`src/rtl/cpu_pkg.sv`:
```
`default_nettype none
// +----------------------------------------------------------------------+
// | Module   : cpu_pkg                                                   |
// | Purpose  : Constants shared by the program loader and CPU fetch path |
// | Revision : 1.0                                                       |
// +----------------------------------------------------------------------+
package cpu_pkg;

    localparam int         INSTR_W   = 16;
    localparam logic [7:0] SYNC_BYTE = 8'hA5;

    localparam int         STATE_W   = 3;
    localparam logic [STATE_W-1:0] ST_IDLE = 3'd0;
    localparam logic [STATE_W-1:0] ST_LEN  = 3'd1;
    localparam logic [STATE_W-1:0] ST_HI   = 3'd2;
    localparam logic [STATE_W-1:0] ST_LO   = 3'd3;
    localparam logic [STATE_W-1:0] ST_CSUM = 3'd4;
    localparam logic [STATE_W-1:0] ST_DONE = 3'd5;
    localparam logic [STATE_W-1:0] ST_ERR  = 3'd6;

endpackage
`default_nettype wire

```
`src/rtl/prog_loader.sv`:
```
`default_nettype none
// +----------------------------------------------------------------------+
// | Module   : prog_loader                                               |
// | Purpose  : Framed byte-stream loader writing 16-bit big-endian words |
// |            into instruction memory; holds the CPU until loaded.      |
// |            Define PROG_LOADER_CSUM_EN to require a trailing XOR      |
// |            checksum byte.                                            |
// | Revision : 1.0                                                       |
// +----------------------------------------------------------------------+
module prog_loader #(
    parameter int         ADDR_W    = 8,
    parameter int         INSTR_W   = cpu_pkg::INSTR_W,
    parameter logic [7:0] SYNC_BYTE = cpu_pkg::SYNC_BYTE
) (
    input  logic               clk,
    input  logic               reset,
    input  logic               in_valid,
    input  logic [7:0]         in_data,
    output logic               in_ready,
    output logic               mem_we,
    output logic [ADDR_W-1:0]  mem_addr,
    output logic [INSTR_W-1:0] mem_wdata,
    output logic               cpu_hold,
    output logic               done,
    output logic               err
);
    import cpu_pkg::*;

    logic [STATE_W-1:0] state_q, state_d;
    logic [7:0]         n_q, n_d;
    logic [ADDR_W-1:0]  word_idx_q, word_idx_d;
    logic [7:0]         hi_q, hi_d;
    logic               mem_we_q, mem_we_d;
    logic [ADDR_W-1:0]  mem_addr_q, mem_addr_d;
    logic [INSTR_W-1:0] mem_wdata_q, mem_wdata_d;
`ifdef PROG_LOADER_CSUM_EN
    logic [7:0]         csum_q, csum_d;
`endif
    logic               accept;
    logic               last_word;

    assign accept    = in_valid && in_ready;
    assign last_word = (word_idx_q == ADDR_W'(n_q - 8'd1));

    always_ff @(posedge clk) begin
        if (reset) begin
            state_q     <= ST_IDLE;
            n_q         <= '0;
            word_idx_q  <= '0;
            hi_q        <= '0;
            mem_we_q    <= 1'b0;
            mem_addr_q  <= '0;
            mem_wdata_q <= '0;
`ifdef PROG_LOADER_CSUM_EN
            csum_q      <= '0;
`endif
        end else begin
            state_q     <= state_d;
            n_q         <= n_d;
            word_idx_q  <= word_idx_d;
            hi_q        <= hi_d;
            mem_we_q    <= mem_we_d;
            mem_addr_q  <= mem_addr_d;
            mem_wdata_q <= mem_wdata_d;
`ifdef PROG_LOADER_CSUM_EN
            csum_q      <= csum_d;
`endif
        end
    end

    always_comb begin
        state_d     = state_q;
        n_d         = n_q;
        word_idx_d  = word_idx_q;
        hi_d        = hi_q;
        mem_we_d    = 1'b0;
        mem_addr_d  = mem_addr_q;
        mem_wdata_d = mem_wdata_q;
`ifdef PROG_LOADER_CSUM_EN
        csum_d      = csum_q;
`endif
        if (accept) begin
            case (state_q)
                ST_IDLE: begin
                    if (in_data == SYNC_BYTE) state_d = ST_LEN;
                end
                ST_LEN: begin
                    n_d        = in_data;
                    word_idx_d = '0;
`ifdef PROG_LOADER_CSUM_EN
                    csum_d     = '0;
`endif
                    state_d    = (in_data == 8'd0) ? ST_ERR : ST_HI;
                end
                ST_HI: begin
                    hi_d    = in_data;
`ifdef PROG_LOADER_CSUM_EN
                    csum_d  = csum_q ^ in_data;
`endif
                    state_d = ST_LO;
                end
                ST_LO: begin
                    mem_we_d    = 1'b1;
                    mem_addr_d  = word_idx_q;
                    mem_wdata_d = INSTR_W'({hi_q, in_data});
                    word_idx_d  = word_idx_q + 1'b1;
`ifdef PROG_LOADER_CSUM_EN
                    csum_d      = csum_q ^ in_data;
                    state_d     = last_word ? ST_CSUM : ST_HI;
`else
                    state_d     = last_word ? ST_DONE : ST_HI;
`endif
                end
`ifdef PROG_LOADER_CSUM_EN
                ST_CSUM: begin
                    state_d = (in_data == csum_q) ? ST_DONE : ST_ERR;
                end
`endif
                default: state_d = state_q;
            endcase
        end
    end

    // Status outputs decode straight from state so they move on the accepting edge.
    always_comb begin
        in_ready = 1'b0;
        done     = 1'b0;
        err      = 1'b0;
        cpu_hold = 1'b1;
        case (state_q)
            ST_IDLE, ST_LEN, ST_HI, ST_LO, ST_CSUM: in_ready = 1'b1;
            ST_DONE: begin
                done     = 1'b1;
                cpu_hold = 1'b0;
            end
            ST_ERR:  err = 1'b1;
            default: in_ready = 1'b0;
        endcase
    end

    assign mem_we    = mem_we_q;
    assign mem_addr  = mem_addr_q;
    assign mem_wdata = mem_wdata_q;

endmodule
`default_nettype wire

```
`config.mk`:
```
export PLATFORM = sky130hd
export DESIGN_NAME = prog_loader
export DESIGN_NICKNAME = d
export VERILOG_FILES = /design/src/rtl/cpu_pkg.sv /design/src/rtl/prog_loader.sv
export SDC_FILE = /design/constraint.sdc
export NUM_CORES = 1
export LEC_CHECK = 0
export ABC_AREA = 0
export ABC_CLOCK_PERIOD_IN_PS = 1900
export CAP_MARGIN = 20
export CORE_UTILIZATION = 36
export CTS_BUF_LIST = sky130_fd_sc_hd__clkbuf_8
export DETAILED_ROUTE_END_ITERATION = 16
export PLACE_DENSITY = 0.6
export SKIP_CTS_REPAIR_TIMING = 1
export SYNTH_ARGS = -nofsm -noshare
export SYNTH_HDL_FRONTEND = slang
export SYNTH_SLANG_ARGS = --single-unit
```
`constraint.sdc`:
```
create_clock -name clk -period 1.9 [get_ports clk]
set_input_delay 0.38 -clock clk [delete_from_list [all_inputs] [get_ports clk]]
set_output_delay 0.38 -clock clk [all_outputs]
set_load 0.1 [all_outputs]
```
# == Word-level counts from Yosys, hierarchy flattened ==
# Cells that the tools add are included.
# totals
reg_bits,52
input_bits,11
output_inout_bits,29
wordCells,41
# classes
n_addsub,2
n_eq_ne,9
muxes,10
n_bitwise,1
n_reduce_logical,12
# ops
op,n
8-bit case mux with 2 select lines,1
3-bit case mux with 4 select lines,1
3-bit == test (second input constant),3
3-bit two-way mux,3
8-bit by 1-bit adder with 8-bit output (second input constant),1
8-bit == test,1
8-bit == test (second input constant),1
8-bit zero test,1
2-bit AND reduction,4
8-bit by 1-bit subtractor with 8-bit output (second input constant),1
3-bit by 2-bit == test with 1-bit output (second input constant),2
1-bit two-way mux,5
5-bit OR reduction,1
4-bit nonzero test,1
3-bit by 1-bit == test with 1-bit output (second input constant),1
3-bit zero test,1
3-bit AND reduction,1
2-bit != test (second input constant),1
2-bit nonzero test,1
2-bit OR reduction,1
1-bit logical AND,1
1-bit inverter,1

# == Longest topological paths before layout ==
# Gate-level depths: netlist of the first run.
# depth
ltp_word,6
depth_mapped,7
mapped_depth_nobuf,7

# == Least setup slack after synthesis of the first run ==
# Ideal clock, no wire load.
# synth_path
path_kind,register to output
from,register state_q[1]
to,output err
t_arrival_ns,2.743
required_time_ns,1.520
slack_ns,-1.223
path_stages_with_launch,3
n_path_buf,1
path_cell_list,dfxtp_1 > clkbuf_1 > nor3b_1
# synth_between
elab_chain_cells,2
# synth_lines
element,line,source
"start, declared",prog_loader.sv:29,"logic [STATE_W-1:0] state_q, state_d;"
"start signal, assigned",prog_loader.sv:58,state_q <= state_d;
3-bit == test,prog_loader.sv:130,case (state_q)
1-bit two-way mux,prog_loader.sv:130,
"end, declared",prog_loader.sv:25,output logic err
# No other way between the ends.

# == Worst setup path in the final report of the first run ==
# layout_path
from,register n_q[0]
to,register state_q[2]
# layout_between
elab_chain_cells,4
# layout_lines
element,line,source
"start, declared",prog_loader.sv:30,"logic [7:0] n_q, n_d;"
"start signal, assigned",prog_loader.sv:59,n_q <= n_d;
8-bit by 1-bit subtractor with 8-bit output,prog_loader.sv:43,assign last_word = (word_idx_q == ADDR_W'(n_q - 8'd1));
8-bit == test,prog_loader.sv:43,
3-bit two-way mux,prog_loader.sv:111,state_d = last_word ? ST_DONE : ST_HI;
3-bit case mux with 4 select lines,prog_loader.sv:83,case (state_q)
# No other way between the ends.
# A chain may end at the register's enable or synchronous reset.

==> results of run 1 <==
## area by class of cell
cell class              count  share of cell area [%]
multi-input cells         198                   37.54
flip-flops and latches     52                   34.51
repair buffers             67                   20.41
well taps                  75                   3.111
clock buffers               5                   2.281
clock inverters             3                   1.535
inverters                   4                  0.6221
## critical path: cells and delay by family, from the launching register on
kind	cells	cell delay (ns)
adders and majority gates	1	0.20
AOI/OAI and AO/OA	2	0.49
DFF	1	0.34
buffers and inverters	1	0.04
and+or+nand+nor	3	0.66
## sequential cells by signal (all words and copies together), names as in the netlist
register / cells
hi_q: 8
n_q: 8
word_idx_q: 8
mem_we: 1
mem_addr: 8
state_q: 3
mem_wdata: 16
## worst min-delay path by stage
stage               endpoint        start
5_1_grt          mem_addr[4]  mem_addr[4]
2_1_floorplan  mem_wdata[10]      hi_q[2]
4_1_cts         mem_wdata[8]      hi_q[0]
3_3_place_gp   mem_wdata[14]      hi_q[6]
6_report        mem_wdata[8]      hi_q[0]
3_5_place_dp    mem_wdata[8]      hi_q[0]
## power by group through the flow
stage | sequential [uW] | clock (uW) | combinational (uW)
floorplan | 1110 | 0 | 22.8
global placement | 1120 | 0 | 78.0
detailed placement | 1120 | 0 | 77.5
CTS | 1090 | 802 | 77.8
global route | 1090 | 849 | 82.8
finish | 1090 | 782 | 77.6
## layer usage
metal	global-route usage, %	wire, microns
met3	3.596	169
met5	0	0
met2	27.12	2399
met1	25.92	2699
met4	4.821	50
## stage by stage
step,setup TNS (ns),setup slack [ns],std cells,hold slack [ns],power [uW]
after global placement,-0.002246,-0.002246,396,0.4422,1193
after floorplan,-0.4344,-0.2680,270,0.4313,1138
after CTS,0,0.04109,404,0.4614,1969
after global routing,0,0.009805,404,0.4797,2022
after detailed placement,-0.1288,-0.1050,396,0.4467,1193
final,0,0.08610,404,0.4582,1949
## cells by family after synthesis
kind of cell / count (synthesis)
buf+inv: 20
mux: 8
simple gates: 124
fa+ha+maj: 2
flops: 52
compound gates: 52
xor+xnor: 12
## synth_stat cells (all sizes together) (3+ instances only)
cell	instances
nand2	70
inv	4
xnor2	4
dfxtp	52
xor2	8
nor2	19
buf	5
and3	5
nor3	3
clkbuf	11
o21ai	5
nand4	6
nor2b	5
a21oi	40
or3	3
mux2i	8
==> impl_metrics.py, run 1 <==
metrics = {
    "run_status": {
        "outcome": "finished clean",
    },
    "detailed_routing": {
        "drc_errors": 0,
        "routedWlPerCell_microns": 13.16,
        "first_iter_violations": 112,
        "vias_per_cell": 4.903,
        "num_vias": 1981,
        "dr.pass1.iters": 4,
        "totalWireLength_mm": 5.318,
        "ant_nets": 0,
    },
    "power": {
        "p_sw_share_pct": 21.74,
        "p_clk_share_pct": 40.1,
        "p_int_uw": 1525,
        "power.share.sequential_pct": 55.9,
        "powerDensity_nw_per_um2": 646.1,
        "power_leakage_uw": 0.001161,
        "combPwrFrac_pct": 4.0,
        "ir_drop_mv": 0.3554,
        "p_switching_uw": 423.8,
    },
    "floorplanning": {
        "die_w_microns": 80.77,
        "die_h_microns": 80.77,
        "core_sq_um": 5956,
        "rows": 28,
        "num_io_pins": 40,
        "initial_core_util_pct": 37.50,
        "die_area_sq_um": 6523,
    },
    "clocking": {
        "clockBufferDepth": 2,
        "clk_pin_slew_worst_paths_ns": 0.10,
        "clock_tree.root_cell": "clkbuf_8",
        "cts_sinks": 52,
        "htreeDepth": 2,
        "cts_tree": "yes",
        "clock_latency_ns": 0.31,
        "cts_buffers": 5,
    },
    "sta": {
        "rsz0062_at_grt": "false",
        "period_needed_ns": 1.814,
        "finalHoldViolCount": 0,
        "maxSlewHeadroom_pct": 77.74,
        "clock.fmax_mhz": 551.3,
        "finalMaxSlewViolations": 0,
        "clock_skew_ns": 0.01053,
        "post-route-period-util_pct": 95.47,
        "max_slew.worst_pin.slew_ns": 0.3312,
        "setup_viol": 0,
    },
    "synthesis": {
        "synth_area_leaders": "dfxtp_1 (47%), nand2_1 (12%), a21oi_1 (8.7%)",
        "synth.area.mux_share_pct": 3.585,
        "synth_xor_xnor_area_share_pct": 4.706,
        "syn-instance-count": 270,
        "synth_cell_types": 37,
        "syn-cell-area_sq_um": 2233,
        "synth_top_family_by_area": "simple AND/OR/NAND/NOR gates",
        "synthSimpleGateAreaFrac_pct": 26.89,
        "syn_nets": 283,
        "avgSynthCellArea_sq_um": 8.272,
        "ys_async_sr_fraction_pct": 0,
        "synth_edf_count": 0,
        "yosysTopAreaCell": "dfxtp_1",
        "synthAdderAreaFrac_pct": 1.120,
        "synth_compound_area_share_pct": 13.39,
        "synth-seq-area-share_pct": 46.61,
        "yosysWarnings": 0,
        "ys_seq_elements": 52,
        "yosys.area.top_type_share_pct": 46.61,
        "ys.flop_type": "dfxtp_1",
    },
    "worst_setup_path": {
        "cp_slowest_cell": "or3_1",
        "critPathLaunchType": "flip-flop",
        "r2r_cells": 7,
        "critPathMaxStageDelay_ns": 0.39,
        "worstReg2RegEnd": "state_q[2]",
        "cp_data_required_time_ns": 2.12,
        "rrSetupSlack_ns": 0.09,
        "worstSetupPathType": "flip-flop to flip-flop",
        "path_max_fanout": 2,
        "cp-startpoint": "n_q[0]",
        "worstSetupEndpointType": "flip-flop",
        "rr_startpoint": "n_q[0]",
        "crit_end": "state_q[2]",
        "worstPathCellList": "inv_1 > ha_1 > nor2b_1 > or3_1 > a31oi_4 > nand4_2 > a221oi_2",
        "crit_arrival_ns": 2.03,
    },
    "place": {
        "place.port_buffers": 39,
        "hpwlAfterDp_mm": 3.904,
        "gp_congestion": 0.7928,
        "post_dp_cell_area_sq_um": 2890,
    },
    "final_layout": {
        "layout_common_cells": "nand2_1 (69), dfxtp_1 (52), buf_4 (50)",
        "multi_input_area_sq_um": 1132,
        "antenna_cells": 0,
        "drive_gt1_share_pct": 24.01,
        "nets": 341,
        "area_growth_pct": 35.07,
        "fillers": 585,
        "regArea_sq_um": 1041,
        "final_common_cell": "nand2_1",
        "fin_area_sq_um": 3017,
        "final_util_pct": 50.65,
    },
    "global_routing": {
        "track_usage_pct": 17.97,
        "grt_pass1_wl_mm": 8.997,
        "grt_pass1_vias": 1840,
        "grt-ovfl-total": 0,
        "grt_max_degree": 47,
        "antenna_found_initial": 0,
    },
    "worst_hold_path": {
        "min_path_type": "flip-flop to flip-flop",
        "hold-path-cell-count": 2,
    },
    "run": {
        "drv_cap": 0,
    },
}
Power figures use the tool's default switching activity.
==> inputs of run 2 (changes only) <==
Settings changed: ABC_CLOCK_PERIOD_IN_PS 1900 to 1500.
Clock period 1.9 ns to 1.5 ns, I/O delays scaled along.
==> run 2 against run 1 <==
Net effect: the flow now finishes with violations (negative setup slack); clock skew barely moved; highest routed layer unchanged; clock-buffer cell count rose by 2; non-clock buffer count rose by 15; via count rose by 5.4%; critical endpoint unchanged; sequential share of layout area fell by 5.4 points.
==> impl_metrics.py, run 2 (synthesis gave the netlist of run 1 again) <==
metrics = {
    "run_status": {
        "outcome": "finished, violations left",
        "violations": "negative setup slack",
    },
    "clocking": {
        "cts_sinks": 52,
        "clk_pin_slew_worst_paths_ns": 0.10,
        "clockBufferDepth": 2,
        "clock_latency_ns": 0.31,
        "clock_tree.root_cell": "clkbuf_8",
        "cts_tree": "yes",
        "cts_buffers": 5,
        "htreeDepth": 2,
    },
    "power": {
        "total_power_uw": 2533,
        "power_leakage_uw": 0.001366,
        "powerDensity_nw_per_um2": 699.7,
        "ir_drop_mv": 0.4889,
    },
    "place": {
        "gp_congestion": 0.8187,
        "place.port_buffers": 39,
        "hpwlAfterDp_mm": 4.269,
        "pre_cts_ws_ns": -0.4102,
    },
    "run": {
        "drv_cap": 0,
    },
    "detailed_routing": {
        "totalWireLength_mm": 5.954,
        "drc_errors": 0,
        "ant_nets": 0,
        "vias_per_cell": 4.983,
        "num_vias": 2088,
        "dr.pass1.iters": 4,
        "routedWlPerCell_microns": 14.21,
        "first_iter_violations": 117,
    },
    "worst_setup_path": {
        "cp_data_required_time_ns": 1.73,
        "worstReg2RegEnd": "state_q[2]",
        "rrSetupSlack_ns": -0.18,
        "r2r_cells": 7,
        "cp-startpoint": "n_q[1]",
        "rr_startpoint": "n_q[1]",
        "worstSetupPathType": "flip-flop to flip-flop",
        "critPathLaunchType": "flip-flop",
        "path_max_fanout": 4,
        "worstSetupEndpointType": "flip-flop",
        "crit_end": "state_q[2]",
        "crit_arrival_ns": 1.90,
    },
    "floorplanning": {
        "rows": 28,
        "die_h_microns": 80.77,
        "num_io_pins": 40,
        "initial_core_util_pct": 37.50,
        "die_area_sq_um": 6523,
        "die_w_microns": 80.77,
        "core_sq_um": 5956,
    },
    "final_layout": {
        "layout_common_cells": "nand2_1 (69), dfxtp_1 (47), a21oi_1 (38)",
        "drive_gt1_share_pct": 32.85,
        "antenna_cells": 0,
        "largest_reg_flops": 16,
        "final_common_cell": "nand2_1",
        "area_growth_pct": 62.07,
        "nets": 356,
    },
    "global_routing": {
        "grt_pass1_wl_mm": 9.584,
        "antenna_found_initial": 0,
        "track_usage_pct": 19.22,
        "grt_pass1_vias": 2026,
        "grt_max_degree": 25,
        "grt-ovfl-total": 0,
    },
    "sta": {
        "post-route-period-util_pct": 111.8,
        "setup_viol": 5,
        "clock_skew_ns": 0.01021,
        "period_needed_ns": 1.677,
        "clock.fmax_mhz": 596.4,
        "finalHoldViolCount": 0,
        "max_slew.worst_pin.slew_ns": 0.3002,
        "layout_setup_ws_ns": -0.1766,
        "finalMaxSlewViolations": 0,
        "rsz0062_at_grt": "true",
        "maxSlewHeadroom_pct": 79.84,
    },
    "worst_hold_path": {
        "min_path_type": "input pin to flip-flop",
        "hp-start": "in_valid",
    },
}
-- run 2: cell types whose count changed in the layout (fill, tap and decap cells not counted), sizes merged --
cell           delta
clkbuf            +3
buf              +14
clkdlybuf4s50     -1
clkinvlp          -1
inv               -1
dlymetal6s2s      +1
-- run 2: cell type report --
cell class                 instances  area, sq um
fill                             528         2336
multi-input combinational        198         1244
timing repair buffer              82         1080
sequential                        52         1052
clock buffer                       7        96.34
tap                               75        93.84
clock inverter                     1        30.03
inverter                           4        23.77
-- run 2: per-stage QoR --
| step | cell area (sq um) | hold WS [ns] | std cells | utilization, % | TNS (ns) |
|---|---|---|---|---|---|
| final | 3620 | 0.3441 | 419 | 60.78 | -0.5883 |
| after global routing | 3620 | 0.3650 | 419 | 60.78 | -0.9624 |
| after CTS | 3428 | 0.4618 | 412 | 57.56 | -1.096 |
| after floorplan | 2316 | 0.4256 | 270 | - | -0.3068 |
| after detailed placement | 3302 | 0.4450 | 404 | 55.44 | -14.19 |
| after global placement | 3302 | 0.4452 | 404 | 55.44 | -12.10 |
-- run 2: per-layer routing --
layer	global-route usage (%)	up-vias	routed length, microns
li1	-	1048	-
met1	26.68	1002	2923
met2	30.34	30	2793
met3	3.258	8	137
met4	6.071	0	100
met5	0	-	0
-- run 2: worst min-delay path by stage --
stage,to,slack (ns),depth (start not counted)
2_1_floorplan,n_q[0],0.43,2
3_3_place_gp,mem_wdata[14],0.45,2
3_5_place_dp,mem_wdata[13],0.44,2
4_1_cts,mem_wdata[15],0.46,2
5_1_grt,state_q[2],0.37,3
6_report,state_q[2],0.34,3
-- run 2: critical path: stages, from the launching register on --
cell,delay (ns)
dfxtp_2,0.35
inv_2,0.05
ha_4,0.16
nor2b_1,0.12
or3_4,0.34
a31oi_4,0.24
nand4_4,0.12
a221oi_2,0.22
-- run 2: report_power, final --
part | internal, uW | switching [uW] | total [uW]
clock | 589 | 462 | 1050
sequential | 1380 | 0.697 | 1380
combinational | 51.8 | 53.1 | 105
==> inputs of run 3 (changes only) <==
Settings changed: REMOVE_ABC_BUFFERS set to 1, SETUP_SLACK_MARGIN set to 0.2.
==> run 3 against run 2 <==
Net effect: critical path type unchanged; total power fell by 8.8%; register-to-register slack got worse by 0.02 ns; global-route usage decreased by 1.6 points; the run still ends with negative setup slack left; non-clock buffer count decreased by 4; design area shrank 5.8%; largest cell class unchanged.
==> impl_metrics.py, run 3 (synthesis gave the netlist of run 1 again) <==
metrics = {
    "sta": {
        "layout_setup_ws_ns": -0.1930,
        "post-route-period-util_pct": 112.9,
        "fin_hold_ws_ns": 0.3453,
        "maxSlewHeadroom_pct": 80.63,
        "setup_viol": 6,
        "rsz0062_at_grt": "true",
        "max_slew.worst_pin.slew_ns": 0.2906,
        "period_needed_ns": 1.693,
        "finalMaxSlewViolations": 0,
        "clock_skew_ns": 0.003744,
        "finalHoldViolCount": 0,
        "setup_tns_ns": -0.8312,
        "clock.fmax_mhz": 590.7,
    },
    "floorplanning": {
        "core_sq_um": 5956,
        "die_h_microns": 80.77,
        "num_io_pins": 40,
        "die_area_sq_um": 6523,
        "initial_core_util_pct": 37.50,
        "rows": 28,
        "die_w_microns": 80.77,
    },
    "global_routing": {
        "grt_pass1_wl_mm": 8.680,
        "grt_pass1_vias": 1849,
        "grt-ovfl-total": 0,
        "track_usage_pct": 17.66,
        "antenna_found_initial": 0,
        "grt_max_degree": 38,
    },
    "clocking": {
        "clockBufferDepth": 2,
        "htreeDepth": 2,
        "clock_latency_ns": 0.30,
        "cts_sinks": 52,
        "clk_pin_slew_worst_paths_ns": 0.09,
        "clock_tree.root_cell": "clkbuf_8",
        "cts_tree": "yes",
        "cts_buffers": 5,
    },
    "power": {
        "powerDensity_nw_per_um2": 677.4,
        "ir_drop_mv": 0.4932,
        "total_power_uw": 2310,
        "power_leakage_uw": 0.001300,
    },
    "detailed_routing": {
        "dr.pass1.iters": 4,
        "totalWireLength_mm": 5.279,
        "drc_errors": 0,
        "routedWlPerCell_microns": 12.72,
        "first_iter_violations": 97,
        "ant_nets": 0,
        "vias_per_cell": 4.880,
        "num_vias": 2025,
    },
    "worst_setup_path": {
        "cp_data_required_time_ns": 1.73,
        "worstSetupPathType": "flip-flop to flip-flop",
        "crit_arrival_ns": 1.92,
        "critPathMaxStageDelay_ns": 0.38,
        "worstPathCellList": "inv_2 > ha_4 > nor2b_1 > or3_1 > a31oi_2 > nand4_2 > a221oi_2",
        "path_max_fanout": 3,
        "critPathLaunchType": "flip-flop",
        "rrSetupSlack_ns": -0.19,
        "cp_slowest_cell": "or3_1",
        "worstSetupEndpointType": "flip-flop",
    },
    "final_layout": {
        "fillers": 538,
        "area_growth_pct": 52.72,
        "antenna_cells": 0,
        "final_common_cell": "nand2_1",
        "largest_reg_flops": 16,
        "drive_gt1_share_pct": 29.12,
        "nets": 352,
        "layout_common_cells": "nand2_1 (70), dfxtp_1 (46), a21oi_1 (38)",
    },
    "run_status": {
        "outcome": "finished, violations left",
        "violations": "negative setup slack",
    },
    "place": {
        "gp_congestion": 0.7999,
        "place.port_buffers": 39,
        "hpwlAfterDp_mm": 3.894,
    },
    "worst_hold_path": {
        "min_path_type": "input pin to flip-flop",
    },
    "run": {
        "drv_cap": 0,
    },
}
[run 3: area by class of cell]
type	instances	area, sq um	area share (%)
Multi-Input combinational cell	198	1155	33.86
Sequential cell	52	1049	30.74
Timing Repair Buffer	78	1005	29.46
Tap cell	75	93.84	2.751
Clock buffer	6	82.58	2.421
Inverter	4	15.01	0.4402
Clock inverter	2	11.26	0.3302
[run 3: final timing paths]
check / from / endpoint / cells past startpoint
max: n_q[1] / state_q[2] / 7
min: in_valid / state_q[2] / 3
max reg2reg: n_q[1] / state_q[2] / 7
min reg2reg: hi_q[3] / mem_wdata[11] / 2
[run 3: critical path, delay by kind of cell, from the launching register on]
| kind | cells | cell delay [ns] |
|---|---|---|
| adder cells (fa/ha/maj) | 1 | 0.15 |
| buffers and inverters | 1 | 0.04 |
| AND/OR/NAND/NOR | 3 | 0.64 |
| AO/OA/AOI/OAI | 2 | 0.44 |
| flip-flops | 1 | 0.34 |
[run 3: power by group]
part | total, uW | leakage, uW | internal, uW | switching, uW
registers | 1380 | 0.000422 | 1380 | 0.712
logic | 102 | 0.000830 | 52.3 | 49.7
clock network | 828 | 0.0000486 | 369 | 459
total | 2310 | 0.00130 | 1800 | 510
[run 3: per-layer routing]
layer | track usage, % | routed length (microns) | up-vias | share of wire [%]
li1 | - | - | 1043 | -
met1 | 21.58 | 2524 | 948 | 48
met2 | 29.83 | 2525 | 28 | 48
met3 | 3.933 | 136 | 6 | 2.6
met4 | 7.500 | 93 | 0 | 1.8
met5 | 0 | 0 | - | 0
[run 3: through the flow]
stage	worst slack, ns	instance area [sq um]	cells	util [%]
5_1_grt	-0.3063	3411	415	57.27
6_report	-0.1930	3411	415	57.27
4_1_cts	-0.3331	3329	412	55.90
3_3_place_gp	-0.3307	3236	404	54.33
3_5_place_dp	-0.3550	3236	404	54.33
2_1_floorplan	-1.511	2166	254	-
